[src/rtl/mult_seq_n.sv]
// Sequential shift-and-add multiplier with optional early exit.
// Signed operands are handled as magnitudes, and the product is negated on the way out.
// The result register keeps the previous product while a new multiplication runs.
module mult_seq_n #(
    parameter int WIDTH      = 16,
    parameter int EARLY_EXIT = 1
) (
    input  logic                 clk,
    input  logic                 reset,
    input  logic                 init,
    input  logic                 signed_mode,
    input  logic [WIDTH-1:0]     op_A,
    input  logic [WIDTH-1:0]     op_B,
    output logic [2*WIDTH-1:0]   result,
    output logic                 done,
    output logic                 busy
);

    localparam int PW = 2 * WIDTH;
    localparam int CW = $clog2(WIDTH + 1);

    typedef enum logic [1:0] {
        IDLE,
        CALC,
        DONE
    } state_t;

    state_t            state_q, state_d;
    logic              init_q;
    logic              start;
    logic [PW-1:0]     mcand_q, mcand_d;
    logic [PW-1:0]     acc_q, acc_d;
    logic [PW-1:0]     result_q, result_d;
    logic [WIDTH-1:0]  mplier_q, mplier_d;
    logic [CW-1:0]     cnt_q, cnt_d;
    logic              neg_q, neg_d;
    logic              done_q, done_d;

    logic [WIDTH-1:0]  mag_a, mag_b;
    logic [PW-1:0]     acc_sum;
    logic [WIDTH-1:0]  mplier_shr;
    logic              last_iter;

    // A held init level only starts one multiplication.
    assign start = init & ~init_q;

    // Operand magnitudes and the per-iteration add/shift datapath.
    always_comb begin
        mag_a      = (signed_mode && op_A[WIDTH-1]) ? -op_A : op_A;
        mag_b      = (signed_mode && op_B[WIDTH-1]) ? -op_B : op_B;
        acc_sum    = acc_q + (mplier_q[0] ? mcand_q : '0);
        mplier_shr = mplier_q >> 1;
        last_iter  = (cnt_q == CW'(1)) || ((EARLY_EXIT != 0) && (mplier_shr == '0));
    end

    // Next-state and datapath updates for the IDLE/CALC/DONE sequence.
    always_comb begin
        // NOTE: every signal gets a hold value first so no path through the case infers a latch.
        state_d  = state_q;
        mcand_d  = mcand_q;
        acc_d    = acc_q;
        result_d = result_q;
        mplier_d = mplier_q;
        cnt_d    = cnt_q;
        neg_d    = neg_q;
        done_d   = 1'b0;
        case (state_q)
            IDLE: begin
                if (start) begin
                    mcand_d  = {{WIDTH{1'b0}}, mag_a};
                    mplier_d = mag_b;
                    neg_d    = signed_mode & (op_A[WIDTH-1] ^ op_B[WIDTH-1]);
                    acc_d    = '0;
                    cnt_d    = CW'(WIDTH);
                    state_d  = CALC;
                end
            end
            CALC: begin
                acc_d    = acc_sum;
                mcand_d  = mcand_q << 1;
                mplier_d = mplier_shr;
                cnt_d    = cnt_q - CW'(1);
                if (last_iter) begin
                    result_d = neg_q ? -acc_sum : acc_sum;
                    state_d  = DONE;
                end
            end
            DONE: begin
                // done is registered out of DONE, so it rises one cycle after the result loads.
                done_d  = 1'b1;
                state_d = IDLE;
            end
            default: state_d = IDLE;
        endcase
    end

    // State, edge detector and datapath registers.
    always_ff @(posedge clk or posedge reset) begin
        // NOTE: the datapath registers are reset too, so an aborted run leaves no stale operands behind.
        if (reset) begin
            state_q  <= IDLE;
            init_q   <= 1'b0;
            mcand_q  <= '0;
            acc_q    <= '0;
            result_q <= '0;
            mplier_q <= '0;
            cnt_q    <= '0;
            neg_q    <= 1'b0;
            done_q   <= 1'b0;
        end else begin
            // NOTE: non-blocking assignments make every flop sample pre-edge values.
            state_q  <= state_d;
            init_q   <= init;
            mcand_q  <= mcand_d;
            acc_q    <= acc_d;
            result_q <= result_d;
            mplier_q <= mplier_d;
            cnt_q    <= cnt_d;
            neg_q    <= neg_d;
            done_q   <= done_d;
        end
    end

    assign result = result_q;
    assign done   = done_q;
    assign busy   = (state_q != IDLE);

endmodule

[config.mk]
export PLATFORM = sky130hd
export DESIGN_NAME = mult_seq_n
export DESIGN_NICKNAME = d
export VERILOG_FILES = /design/src/rtl/mult_seq_n.sv
export SDC_FILE = /design/constraint.sdc
export NUM_CORES = 1
export LEC_CHECK = 0
export BUFFER_PORTS_ARGS = -buffer_cell sky130_fd_sc_hd__buf_2
export CAP_MARGIN = 20
export CORE_MARGIN = 4
export CORE_UTILIZATION = 32
export CTS_CLUSTER_SIZE = 40
export DETAILED_ROUTE_END_ITERATION = 12
export GPL_TIMING_DRIVEN = 0
export PLACE_DENSITY = 0.5
export SLEW_MARGIN = 20
export SYNTH_ARGS = -nofsm -noshare
export SYNTH_HDL_FRONTEND = slang
export SYNTH_SLANG_ARGS = --single-unit
[constraint.sdc]
create_clock -name clk -period 11.76 [get_ports clk]
set_input_delay 2.352 -clock clk [delete_from_list [all_inputs] [get_ports clk]]
set_output_delay 2.352 -clock clk [all_outputs]
set_load 0.01 [all_outputs]
Word-level counts from Yosys, hierarchy flattened

Cells that the tools add are included.

Add/subtract/negate cells: 5
Eq/ne operators: 5
Multiplexer cells: 16
Bitwise operators: 4
Reductions and logical operators: 11

Operators with widths:

| cell                                              | number |
|---|---|
| two-way mux 32 bit                                | 4 |
| case mux 32 bit (2 select lines)                  | 2 |
| two-way mux 16 bit                                | 3 |
| adder 32 bit                                      | 1 |
| negator 16 bit                                    | 2 |
| negator 32 bit                                    | 1 |
| case mux 16 bit (2 select lines)                  | 1 |
| logical NOT 16 bit                                | 1 |
| case mux 5 bit (2 select lines)                   | 1 |
| AND reduction 2 bit                               | 4 |
| == test 5 x 1 -> 1 bit (second input constant)    | 1 |
| two-way mux 5 bit                                 | 1 |
| subtractor 5 x 1 -> 5 bit (second input constant) | 1 |
| two-way mux 2 bit                                 | 2 |
| != test 2 bit (second input constant)             | 2 |
| case mux 2 bit (2 select lines)                   | 1 |
| nonzero test 2 bit                                | 2 |
| AND 1 bit                                         | 2 |
| == test 2 x 1 -> 1 bit (second input constant)    | 1 |
| == test 2 bit (second input constant)             | 1 |
| logical AND 1 bit                                 | 2 |
| logical NOT 2 bit                                 | 1 |
| logical OR 1 bit                                  | 1 |
| two-way mux 1 bit                                 | 1 |
| 2 further kinds                                   | 2 |

Register bits after elaboration: 122
Bits of input ports: 36
Output and inout port bits: 34

Logic depth before layout (Yosys ltp)

Depth in word-level cells: 4
Mapped depth: 14
Depth with buffers taken out: 13

Worst setup path before layout

OpenSTA, ideal clock, no wires.

Path type: input to register
Start: input op_A[7]
End: register mcand_q[14]
Arrival time: 3.857 ns
Data required time: 11.625 ns
Path slack: 7.768 ns
Stages: 6
Buffers on the path: 0
Cell sequence: or4_1 -> or2_2 -> o41ai_1 -> nand2_1 -> xnor2_1 -> o21ai_0

Cells in the longest elaborated chain, start to end: 4

Ends and longest elaborated chain:

| item                             | RTL line | text |
|---|---|---|
| from (decl)                      | 12       | `input logic [WIDTH-1:0] op_A,` |
| negator 16 bit                   | 49       | `mag_a = (signed_mode && op_A[WIDTH-1]) ? -op_A : op_A;` |
| two-way mux 16 bit               | 49       |  |
| two-way mux 32 bit               | 69       | `if (start) begin` |
| case mux 32 bit (2 select lines) | 67       | `case (state_q)` |
| to (signal assigned)             | 114      | `mcand_q <= mcand_d;` |
| to (decl)                        | 31       | `logic [PW-1:0] mcand_q, mcand_d;` |

No other way between the ends. The select of a mux whose other input is x is not followed.
A chain may end at the register's enable or synchronous reset.

Worst setup path after layout

Start: register mplier_q[0]
End: register result_q[30], in the netlist result[30]

Cells in the longest elaborated chain, start to end: 4

Ends and longest elaborated chain:

| item                   | RTL line | text |
|---|---|---|
| from (decl)            | 34       | `logic [WIDTH-1:0] mplier_q, mplier_d;` |
| from (signal assigned) | 117      | `mplier_q <= mplier_d;` |
| two-way mux 32 bit *   | 51       | `acc_sum = acc_q + (mplier_q[0] ? mcand_q : '0);` |
| adder 32 bit *         | 51       |  |
| negator 32 bit         | 84       | `result_d = neg_q ? -acc_sum : acc_sum;` |
| two-way mux 32 bit *   | 84       |  |
| to (signal assigned)   | 116      | `result_q <= result_d;` |
| to (decl)              | 33       | `logic [PW-1:0] result_q, result_d;` |

Every way passes the cells marked *; elsewhere a longest branch is shown, timed or not.

==> flow_metrics.env <==
export IMPL_synth_ff_type="dfrtp_1"
export IMPL_reg2reg_slack_ns=7.04
export IMPL_vias_per_cell=5.23
export IMPL_worst_ep_required_time_ns=12.05
export IMPL_htreeDepth=4
export IMPL_slew_viol_final=0
export IMPL_ys_warn_count=0
export IMPL_grt_max_degree=74
export IMPL_antenna_found_initial=2
export IMPL_io_buffers=69
export IMPL_cpPeakStageDelay_ns=0.52
export IMPL_worst_ir_drop_vdd_mv=0.0992
export IMPL_hold_end="result[4]$_DFFE_PP0P_"
export IMPL_routedWlPerCell_um=17.2
export IMPL_route_vias_total=7294
export IMPL_grt_usage=0.171
export IMPL_cts_setup_buffers=0
export IMPL_clock_sinks=122
export IMPL_syn_avg_cell_area_sq_um=8.59
export IMPL_setup_viol=0
export IMPL_overflow=0
export IMPL_worst_clock_skew_ns=0.0112
export IMPL_critPathArrivalTime_ns=5.01
export IMPL_async_flop_share=1.00
export IMPL_netlist_area_sq_um=8250
export IMPL_stdcell_count=1394
export IMPL_startpoint_type="flop"
export IMPL_final_nets=1123
export IMPL_first_global_vias=7103
export IMPL_wl_um=24000
export IMPL_gp_congestion=0.873
export IMPL_syn_inst=961
export IMPL_crit_chain="clkbuf_1 > and2_1 > ha_1 > fa_1 > a21o_1 > a221oi_4 > o21ai_1 > xnor2_1 > nand4b_1 > nor4_4 > nand4_2 > o41ai_2 > xnor2_1 > o21ai_1"
export IMPL_yosysSeqAreaShare=0.370
export IMPL_ys_ff_latch=122
export IMPL_slew_headroom=0.281
export IMPL_syn_num_nets=1034
export IMPL_tns_ns=0
export IMPL_fmax_mhz=212
export IMPL_dp_hpwl_um=18700
export IMPL_start_util=0.327
export IMPL_first_iter_violations=406
export IMPL_timing_final_hold_violations=0
export IMPL_status="complete, no violations"
export IMPL_reg2regPathDepth=14
export IMPL_coreArea_sq_um=25300
export IMPL_num_io_pins=70
export IMPL_r2r_start="mplier_q[0]$_DFFE_PP0P_"
export IMPL_synthToLayoutAreaGrowth_pct=16.5
export IMPL_p_leak_nw=4.20
export IMPL_fp_row_count=58
export IMPL_rsz0062_at_grt="no"
export IMPL_cts_hold_buf=0
export IMPL_drv_cap=0
export IMPL_synth_edff_count=0
export IMPL_min_from="result[4]$_DFFE_PP0P_"
export IMPL_ant_nets=0
export IMPL_fin_crit_ns=4.72
export IMPL_hold_class="flop to flop"
export IMPL_fp_dieArea_sq_um=28400
export IMPL_cts_buffers=17
export IMPL_worst_pin_slew_ns=1.07
export IMPL_crit_fanout=10
export IMPL_path_buf_inv=1
export IMPL_cpMaxStageDelayCell="nor4_4"
export IMPL_cts_tree="yes"
export IMPL_clock_root_buffer="clkbuf_16"
export IMPL_drive_above_1_share=0.126
export IMPL_dp_cells=1361
export IMPL_insertion_delay_ns=0.43
export IMPL_drc=0
export IMPL_critical_path_top_delay_family="compound AO/OA/AOI/OAI gates"
export IMPL_clk_pin_slew_ns=0.06
export IMPL_final_common_cell="nand2_1"
export IMPL_die_h_um=169
export IMPL_first_pass_iters=4
export IMPL_min_path_cells=2
export IMPL_mostFrequentLayoutCells="135 x nand2_1, 122 x dfrtp_1, 109 x o21ai_0, 72 x buf_2, 53 x clkbuf_1"
export IMPL_synth_cell_type_count=78
export IMPL_ctsResizeCount=0
export IMPL_critical_path_class="flop to flop"
export IMPL_rr_endpoint="result[30]$_DFFE_PP0P_"
export IMPL_powerDensity_nw_per_um2=260
export IMPL_cts_buffer_depth=2
export IMPL_fin_crit_sh=0.401
export IMPL_endpoint_kind="flop"
export IMPL_grt_first_pass_wirelength_um=38800
export IMPL_fp_dieW_um=169
[stage by stage]
step                utilization  hold slack, ns  instance area [sq um]  total power, mW  setup WS (ns)
floorplan                     -           0.432                   8250             1.60           6.17
global placement          0.357           0.450                   9010             1.98           4.41
detailed placement        0.358           0.451                   9050             1.99           7.02
CTS                       0.381           0.465                   9620             2.52           6.99
global route              0.381           0.483                   9620             2.71           6.65
finish                    0.381           0.459                   9620             2.50           7.04
[synth_stat cells, drive strengths merged (2+ instances only)]
cell | n | area share
inv | 16 | 0.0073
nand3 | 34 | 0.021
a21oi | 47 | 0.029
a22oi | 31 | 0.028
or2 | 11 | 0.0086
a221o | 4 | 0.0049
o21ai | 128 | 0.078
dfrtp | 122 | 0.37
xnor2 | 48 | 0.051
nor2b | 5 | 0.0038
o41ai | 8 | 0.010
a31oi | 4 | 0.0030
a211oi | 5 | 0.0058
clkbuf | 47 | 0.021
buf | 6 | 0.0041
nor3b | 2 | 0.0018
xor2 | 30 | 0.032
nand4 | 14 | 0.012
a41oi | 2 | 0.0021
nor4 | 12 | 0.013
mux2i | 5 | 0.0061
o211a | 4 | 0.0049
nand3b | 2 | 0.0018
or4 | 3 | 0.0032
mux2 | 4 | 0.0055
o21a | 4 | 0.0036
a221oi | 3 | 0.0053
a22o | 10 | 0.011
nor3 | 18 | 0.011
a31o | 2 | 0.0021
nor4b | 2 | 0.0039
nor2 | 43 | 0.020
o22ai | 3 | 0.0023
ha | 36 | 0.055
and3 | 8 | 0.0067
and2 | 43 | 0.033
a21boi | 3 | 0.0027
o31ai | 9 | 0.0082
and4 | 4 | 0.0042
a21o | 9 | 0.0082
o211ai | 7 | 0.0064
nand2 | 135 | 0.061
o311a | 2 | 0.0024
or3 | 9 | 0.0068
[cell families after synthesis]
logic type / share of synthesized area
AO/OA/AOI/OAI: 0.229
XOR/XNOR: 0.0828
adder cells (fa/ha/maj): 0.0570
buffers and inverters: 0.0327
flip-flops: 0.370
multiplexers: 0.0115
AND/OR/NAND/NOR: 0.217
[flip-flops by register name (all words and copies together) (netlist names)]
register,flops
state_q,2
neg_q,1
acc_q,32
result,32
done,1
mplier_q,16
init_q,1
mcand_q,32
cnt_q,5
[where the power goes]
group / internal [mW] / leakage, nW / total [mW] / switching (mW)
sequential: 0.584 / 1.59 / 0.688 / 0.104
combinational: 0.467 / 2.34 / 1.29 / 0.827
clock: 0.314 / 0.270 / 0.516 / 0.202
total: 1.36 / 4.20 / 2.50 / 1.13
[worst max-delay path by stage]
stage	from	endpoint	depth (start not counted)
floorplan	reset	acc_q[0]$_DFFE_PP0P_	1
global placement	reset	result[24]$_DFFE_PP0P_	2
detailed placement	mplier_q[0]$_DFFE_PP0P_	result[30]$_DFFE_PP0P_	14
CTS	mplier_q[0]$_DFFE_PP0P_	result[30]$_DFFE_PP0P_	14
global route	mplier_q[0]$_DFFE_PP0P_	result[30]$_DFFE_PP0P_	14
finish	mplier_q[0]$_DFFE_PP0P_	result[30]$_DFFE_PP0P_	14
[layout make-up]
cell class | instances | area (sq um)
sequential | 122 | 3050
clock buffer | 23 | 448
clock inverter | 9 | 116
timing repair buffer | 70 | 373
antenna | 1 | 2.50
buffer | 53 | 210
fill | 2614 | 15600
inverter | 16 | 67.6
tap | 330 | 413
multi-input combinational | 770 | 4930
[routing by layer]
metal / share of wire / track usage / up-vias
li1: - / - / 3685
met2: 0.43 / 0.267 / 174
met1: 0.50 / 0.244 / 3406
met4: 0.016 / 0.0487 / 2
met5: 0.00054 / 0 / -
met3: 0.056 / 0.0327 / 27
[tightest hold or removal path, stage by stage (launching register included)]
cell,delay [ns]
dfrtp_1,0.34
nand2_1,0.05
nand2_1,0.04
No activity file was read; power rests on OpenSTA's default activity.
